File: src/rtl/time_display_pkg.sv
// rtl/time_display_pkg.sv - shared segment constants, frame geometry and FSM states for the time display back-end
package time_display_pkg;

  localparam logic [7:0] SEG_0     = 8'h3F;
  localparam logic [7:0] SEG_1     = 8'h06;
  localparam logic [7:0] SEG_2     = 8'h5B;
  localparam logic [7:0] SEG_3     = 8'h4F;
  localparam logic [7:0] SEG_4     = 8'h66;
  localparam logic [7:0] SEG_5     = 8'h6D;
  localparam logic [7:0] SEG_6     = 8'h7D;
  localparam logic [7:0] SEG_7     = 8'h07;
  localparam logic [7:0] SEG_8     = 8'h7F;
  localparam logic [7:0] SEG_9     = 8'h6F;
  localparam logic [7:0] SEG_DASH  = 8'h40;
  localparam logic [7:0] SEG_BLANK = 8'h00;

  localparam int SEG_DP_BIT = 7;
  localparam int FRAME_W    = 48;
  localparam int IDX_W      = 6;

  typedef enum logic [1:0] {IDLE, LOW, HIGH, LATCH} state_t;

  // Anything outside 0-9 shows a dash so corrupted counter values stay visible
  function automatic logic [7:0] seg7_of(input logic [3:0] d);
    case (d)
      4'd0:    return SEG_0;
      4'd1:    return SEG_1;
      4'd2:    return SEG_2;
      4'd3:    return SEG_3;
      4'd4:    return SEG_4;
      4'd5:    return SEG_5;
      4'd6:    return SEG_6;
      4'd7:    return SEG_7;
      4'd8:    return SEG_8;
      4'd9:    return SEG_9;
      default: return SEG_DASH;
    endcase
  endfunction

endpackage

File: src/rtl/time_shift_out_if.sv
// rtl/time_shift_out_if.sv - request side and 3-wire serial side of the time display back-end
interface time_shift_out_if;
  logic       update_i;
  logic       synced_i;
  logic [1:0] hour_h_i;
  logic [3:0] hour_l_i;
  logic [2:0] minute_h_i;
  logic [3:0] minute_l_i;
  logic [2:0] second_h_i;
  logic [3:0] second_l_i;
  logic       sclk_o;
  logic       sdata_o;
  logic       latch_o;
  logic       busy_o;

  modport slave (
    input  update_i, synced_i, hour_h_i, hour_l_i, minute_h_i, minute_l_i, second_h_i, second_l_i,
    output sclk_o, sdata_o, latch_o, busy_o
  );

  modport master (
    output update_i, synced_i, hour_h_i, hour_l_i, minute_h_i, minute_l_i, second_h_i, second_l_i,
    input  sclk_o, sdata_o, latch_o, busy_o
  );
endinterface

File: src/rtl/seg7_encoder.sv
// rtl/seg7_encoder.sv - one digit to {dp,g,f,e,d,c,b,a}, with optional blanking
module seg7_encoder
  import time_display_pkg::*;
(
  input  logic [3:0] digit,
  input  logic       blank,
  input  logic       dp,
  output logic [7:0] seg
);

  always_comb begin
    seg = seg7_of(digit);
    seg[SEG_DP_BIT] = dp;
    if (blank) seg = SEG_BLANK;
  end

endmodule

File: src/rtl/time_shift_out.sv
// rtl/time_shift_out.sv - encodes hh:mm:ss to a 48-bit 7-segment frame and shifts it into a 74HC595 chain
module time_shift_out
  import time_display_pkg::*;
#(
  parameter int CLK_DIV            = 1,
  parameter bit BLANK_LEADING_ZERO = 1'b1
) (
  input  logic clk_i,
  input  logic rst_i,
  time_shift_out_if.slave bus
);

  localparam int DIV_W = (CLK_DIV > 1) ? $clog2(CLK_DIV) : 1;

  logic [7:0]         seg_hh, seg_hl, seg_mh, seg_ml, seg_sh, seg_sl;
  logic [FRAME_W-1:0] frame;
  logic [FRAME_W-1:0] shadow;
  logic [IDX_W-1:0]   bit_idx;
  logic [DIV_W-1:0]   div_cnt;
  logic               div_done;
  logic               pending;
  logic               sclk_q, sdata_q, latch_q, busy_q;
  state_t             state;

  seg7_encoder u_enc_hh (.digit({2'b00, bus.hour_h_i}),
                         .blank(BLANK_LEADING_ZERO && (bus.hour_h_i == 2'd0)),
                         .dp(1'b0), .seg(seg_hh));
  seg7_encoder u_enc_hl (.digit(bus.hour_l_i), .blank(1'b0), .dp(bus.synced_i), .seg(seg_hl));
  seg7_encoder u_enc_mh (.digit({1'b0, bus.minute_h_i}), .blank(1'b0), .dp(1'b0), .seg(seg_mh));
  seg7_encoder u_enc_ml (.digit(bus.minute_l_i), .blank(1'b0), .dp(bus.synced_i), .seg(seg_ml));
  seg7_encoder u_enc_sh (.digit({1'b0, bus.second_h_i}), .blank(1'b0), .dp(1'b0), .seg(seg_sh));
  seg7_encoder u_enc_sl (.digit(bus.second_l_i), .blank(1'b0), .dp(1'b0), .seg(seg_sl));

  assign frame    = {seg_hh, seg_hl, seg_mh, seg_ml, seg_sh, seg_sl};
  assign div_done = (div_cnt == DIV_W'(CLK_DIV - 1));

  always_ff @(posedge clk_i or posedge rst_i) begin
    if (rst_i) begin
      state   <= IDLE;
      div_cnt <= '0;
      bit_idx <= '0;
      shadow  <= '0;
      pending <= 1'b0;
      sclk_q  <= 1'b0;
      sdata_q <= 1'b0;
      latch_q <= 1'b0;
      busy_q  <= 1'b0;
    end else begin
      // Requests during a transfer collapse into one follow-up frame
      if (state != IDLE && bus.update_i) pending <= 1'b1;
      case (state)
        IDLE: begin
          if (bus.update_i || pending) begin
            shadow  <= frame;
            pending <= 1'b0;
            busy_q  <= 1'b1;
            sclk_q  <= 1'b0;
            sdata_q <= frame[FRAME_W-1];
            div_cnt <= '0;
            bit_idx <= IDX_W'(FRAME_W - 1);
            state   <= LOW;
          end
        end
        LOW: begin
          if (div_done) begin
            div_cnt <= '0;
            sclk_q  <= 1'b1;
            state   <= HIGH;
          end else begin
            div_cnt <= div_cnt + DIV_W'(1);
          end
        end
        HIGH: begin
          if (div_done) begin
            div_cnt <= '0;
            sclk_q  <= 1'b0;
            if (bit_idx != '0) begin
              bit_idx <= bit_idx - IDX_W'(1);
              sdata_q <= shadow[bit_idx - IDX_W'(1)];
              state   <= LOW;
            end else begin
              sdata_q <= 1'b0;
              latch_q <= 1'b1;
              state   <= LATCH;
            end
          end else begin
            div_cnt <= div_cnt + DIV_W'(1);
          end
        end
        LATCH: begin
          if (div_done) begin
            div_cnt <= '0;
            latch_q <= 1'b0;
            busy_q  <= 1'b0;
            state   <= IDLE;
          end else begin
            div_cnt <= div_cnt + DIV_W'(1);
          end
        end
        default: state <= IDLE;
      endcase
    end
  end

  assign bus.sclk_o  = sclk_q;
  assign bus.sdata_o = sdata_q;
  assign bus.latch_o = latch_q;
  assign bus.busy_o  = busy_q;

endmodule

File: src/flat_wrapper.sv
// flat-port wrapper written by rule: the top's interface ports become plain ports
module time_shift_out_flat import time_display_pkg::*;
#(
  parameter int CLK_DIV            = 1,
  parameter bit BLANK_LEADING_ZERO = 1'b1
)
  (clk_i, rst_i, bus_update_i, bus_synced_i, bus_hour_h_i, bus_hour_l_i, bus_minute_h_i, bus_minute_l_i, bus_second_h_i, bus_second_l_i, bus_sclk_o, bus_sdata_o, bus_latch_o, bus_busy_o);
  time_shift_out_if bus_i ();
  input  logic clk_i;
  input  logic rst_i;
  input wire logic [$bits(bus_i.update_i)-1:0] bus_update_i;
  input wire logic [$bits(bus_i.synced_i)-1:0] bus_synced_i;
  input wire logic [$bits(bus_i.hour_h_i)-1:0] bus_hour_h_i;
  input wire logic [$bits(bus_i.hour_l_i)-1:0] bus_hour_l_i;
  input wire logic [$bits(bus_i.minute_h_i)-1:0] bus_minute_h_i;
  input wire logic [$bits(bus_i.minute_l_i)-1:0] bus_minute_l_i;
  input wire logic [$bits(bus_i.second_h_i)-1:0] bus_second_h_i;
  input wire logic [$bits(bus_i.second_l_i)-1:0] bus_second_l_i;
  output wire logic [$bits(bus_i.sclk_o)-1:0] bus_sclk_o;
  output wire logic [$bits(bus_i.sdata_o)-1:0] bus_sdata_o;
  output wire logic [$bits(bus_i.latch_o)-1:0] bus_latch_o;
  output wire logic [$bits(bus_i.busy_o)-1:0] bus_busy_o;
  assign bus_i.update_i = bus_update_i;
  assign bus_i.synced_i = bus_synced_i;
  assign bus_i.hour_h_i = bus_hour_h_i;
  assign bus_i.hour_l_i = bus_hour_l_i;
  assign bus_i.minute_h_i = bus_minute_h_i;
  assign bus_i.minute_l_i = bus_minute_l_i;
  assign bus_i.second_h_i = bus_second_h_i;
  assign bus_i.second_l_i = bus_second_l_i;
  assign bus_sclk_o = bus_i.sclk_o;
  assign bus_sdata_o = bus_i.sdata_o;
  assign bus_latch_o = bus_i.latch_o;
  assign bus_busy_o = bus_i.busy_o;
  time_shift_out #(.CLK_DIV(CLK_DIV), .BLANK_LEADING_ZERO(BLANK_LEADING_ZERO)) u_core (.clk_i(clk_i), .rst_i(rst_i), .bus(bus_i));
endmodule
File: config.mk
export PLATFORM = sky130hd
export DESIGN_NAME = time_shift_out_flat
export DESIGN_NICKNAME = d
export VERILOG_FILES = /design/src/rtl/time_display_pkg.sv /design/src/rtl/time_shift_out_if.sv /design/src/rtl/seg7_encoder.sv /design/src/rtl/time_shift_out.sv /design/src/flat_wrapper.sv
export SDC_FILE = /design/constraint.sdc
export NUM_CORES = 1
export LEC_CHECK = 0
export CORE_UTILIZATION = 45
export CTS_CLUSTER_DIAMETER = 200
export DETAILED_ROUTE_END_ITERATION = 10
export RECOVER_POWER = 50
export SYNTH_ARGS = -nofsm -noshare
export SYNTH_HDL_FRONTEND = slang
export SYNTH_SLANG_ARGS = --single-unit
File: constraint.sdc
create_clock -name clk_i -period 7.7 [get_ports clk_i]
set_clock_uncertainty 0.1 [all_clocks]
set_input_delay 1.54 -clock clk_i [delete_from_list [all_inputs] [get_ports clk_i]]
set_output_delay 1.54 -clock clk_i [all_outputs]
set_load 0.05 [all_outputs]
==> metrics.md <==
| Metric | Value |
|---|---|
| Status | finished, violations left |
| Violated checks | capacitance limit, slew limit |
| Die height | 88.0 µm |
| Fmax | 227 MHz |
| FFs w/ async S/R, synth | 100% |
| GR Util met2 | 29.3% |
| GR Util met1 | 26.0% |
| Sequential element share of the synthesized area | 39.9% |
| Unique masters post-synth | 47 |
| CP peak stage delay | 1980 ps |
| Worst-margin pin slew | 2800 ps |
| Final setup viols | 0 |
| Drt drc | 0 |
| Per-cell routed wire length | 13.3 µm |
| Total CTS buffers | 5 |
| Util after Layout | 53.6% |
| Postcts setup bufs | 0 |
| Placed inst area | 3660 µm² |
| Final wirelength | 6320 µm |
| First-pass GRT wire length | 11200 µm |
| Synth Register Bits | 53 |
| Slowest stage cell, crit path | clkbuf_1 |
| Share of cells above drive strength 1 | 6.30% |
| Number of top-level pins | 28 |
| P_leak | 1.72 nW |
| Gate power share | 45.6% |
| Htree depth | 2 |
| Internal power | 0.714 mW |
| Rows | 30 |
| Die Width | 88.0 µm |
| Post-Syn Nets | 419 |
| Post-Place Worst Slack | 4470 ps |
| Hold Crit Class | flop to flop |
| CTS clock-pin slew for the worst setup and hold paths | 100 ps |
| CTS resizes | 0 |
| Area Growth Syn to Fin | 12.5% |
| Synth area leader | dfrtp_1 |
| Clock Sinks | 53 |
| NetSw | 0.497 mW |
| CP max FO | 53 |
| Max-slew violation count | 54 |
| Initial DRC count | 115 |
| CTS Hold Bufs | 0 |
| Worst slew margin | -87.0% |
| Number of max-cap violations | 1 |
| Port bufs | 27 |
| Die ar. | 7740 µm² |
| Power Dens Cells | 324 nW/µm² |
| Initial Utilization | 47.6% |
| CP cell instances | dlygate4sd3_1 > clkinv_1 > clkbuf_1 |
| Final hold viol count | 0 |
| Post-layout min period | 4400 ps |
| Number of synthesized flops with an enable pin | 0 |
| Hold slack | 369 ps |
| Cell area after layout | 3740 µm² |
| GPL Wtd Cong | 0.849 |
| Synth top area share | 39.9% |
| Number of global-route vias before repair | 2395 |
| Slack of the critical path | 3300 ps |
| CP Capture Type | async pin |
| Drt via density | 5.21 |
| Post-Route Setup TNS | 0 ps |
| ANT nets after route | 0 |
| Power, Total | 1.21 mW |
| CP Class | input port to async pin |
| Worst setup SP type | input port |
| RSZ-0062 raised after global routing | no |
| Top post-synthesis cells by area | dfrtp_1 40%, ha_1 12%, nand2_1 7.1% |
| Yosys warnings | 0 |
| Post-Syn Area per Cell | 9.16 µm² |
| Routed vias | 2485 |
| Worst-skew pair later-pin latency | 310 ps |
| Mapped Cells | 363 |
| Antenna violations before repair | 0 |
| Total track usage | 18.5% |
| Diode count | 0 |
| Core area | 6980 µm² |
| Worst path required time | 7430 ps |
| M3 GR Usage | 3.30% |
| Busiest grt layer | met2 |
| Grt total ovfl | 0 |
| Worst vdd ir | 0.116 mV |
| Worst EP arrival | 4130 ps |
| Fin cells | 477 |
| Placed cells | 469 |
| Root Driver | clkbuf_8 |
| Sequential power share | 41.5% |
| Switching portion of total power | 41.1% |
| CTS tree | done |
| Deepest clock path buffer count | 2 |
| Fill count | 685 |
| Mapped cell area | 3330 µm² |
| Main flop type after synthesis | dfrtp_1 |
| Clock share of power | 12.8% |
| DR pass1 iterations | 4 |
| Largest net degree at the start of global routing | 54 |
| Post-layout nets | 436 |
| DPL Wire Length | 4500 µm |
| Period utilization | 57.1% |
[critical path, delay by kind of cell]
kind / cells / cell delay (ps)
buffers and inverters: 3 / 2550
[synth_stat cells, types with 3 or more instances]
cell and number:
buf_2 4, ha_1 32, nand2_1 63, mux2_2 4
o221ai_1 3, o21a_1 4, mux4_2 3, inv_1 20
nand2b_1 5, a31oi_1 9, mux4_1 4, a21oi_1 24
nand3b_1 3, nand3_1 9, or3_1 3, nor2_1 31
o21ai_0 32, nor3_1 7, mux2i_1 7, clkbuf_1 13
dfrtp_1 53
[per-layer routing]
metal  part of all wire (%)  vias to the layer above
li1                       -                     1279
met2                     44                       37
met1                     52                     1160
met3                    2.9                        9
met4                    1.5                        0
met5                      0                        -
[logic make-up (layout without fill, tap and decap cells)]
logic type / after synthesis / count (layout) / share of synthesized area [%]
and+or+nand+nor: 129 / 129 / 17.2
AOI/OAI and AO/OA: 84 / 84 / 14.8
DFF: 53 / 53 / 39.9
buffers and inverters: 41 / 59 / 5.12
adders and majority gates: 32 / 32 / 12.0
xor gates and xnor gates: 6 / 6 / 2.26
muxes: 18 / 18 / 8.65
[cell type report]
cell class / instances / area, µm² / area share (%)
Inverter: 21 / 78.8 / 2.11
Sequential cell: 53 / 1330 / 35.5
Multi-Input combinational cell: 269 / 1840 / 49.2
Timing Repair Buffer: 30 / 289 / 7.73
Clock buffer: 5 / 68.8 / 1.84
Tap cell: 96 / 120 / 3.21
Clock inverter: 3 / 17.5 / 0.468
[sequential cells by signal (all words and copies together), names as in the netlist]
signal / cells
u_core.bus.busy_o: 1
u_core.bus.latch_o: 1
u_core.pending: 1
u_core.shadow: 40
u_core.bus.sclk_o: 1
u_core.bit_idx: 6
u_core.state: 2
u_core.bus.sdata_o: 1
[cell usage in the layout, fill, tap and decap left out, drive strengths merged, types with 5 or more instances in the layout]
cell type and instances:
a21oi 24, a31oi 9, clkbuf 6, clkdlybuf4s50 25, dfrtp 53, ha 32
inv 19, mux2i 7, mux4 7, nand2 63, nand2b 5, nand3 9
nor2 31, nor3 9, o21ai 33
[power by group through the flow]
| stage | clock [mW] | combinational [mW] | sequential, mW |
|---|---|---|---|
| final | 0.156 | 0.552 | 0.503 |
| after global routing | 0.170 | 0.628 | 0.521 |
| after CTS | 0.158 | 0.562 | 0.503 |
| after detailed placement | 0 | 0.559 | 0.508 |
| after global placement | 0 | 0.546 | 0.510 |
| after floorplan | 0 | 0.454 | 0.475 |
[worst paths after layout]
kind                       slack, ps                from            endpoint  depth (start not counted)
setup / recovery                3300               rst_i  u_core.bus.sdata_o                          3
hold / removal                   370   u_core.shadow[38]   u_core.shadow[38]                          2
setup reg to reg                4550   u_core.bit_idx[0]  u_core.bus.sdata_o                          6
hold reg to reg                  370   u_core.shadow[38]   u_core.shadow[38]                          2
max in group clk_i              4550  u_core.bus.sdata_o         bus_sdata_o                          1
min in group asynchronous       2620               rst_i    u_core.shadow[4]                          3
Power figures use the tool's default switching activity.
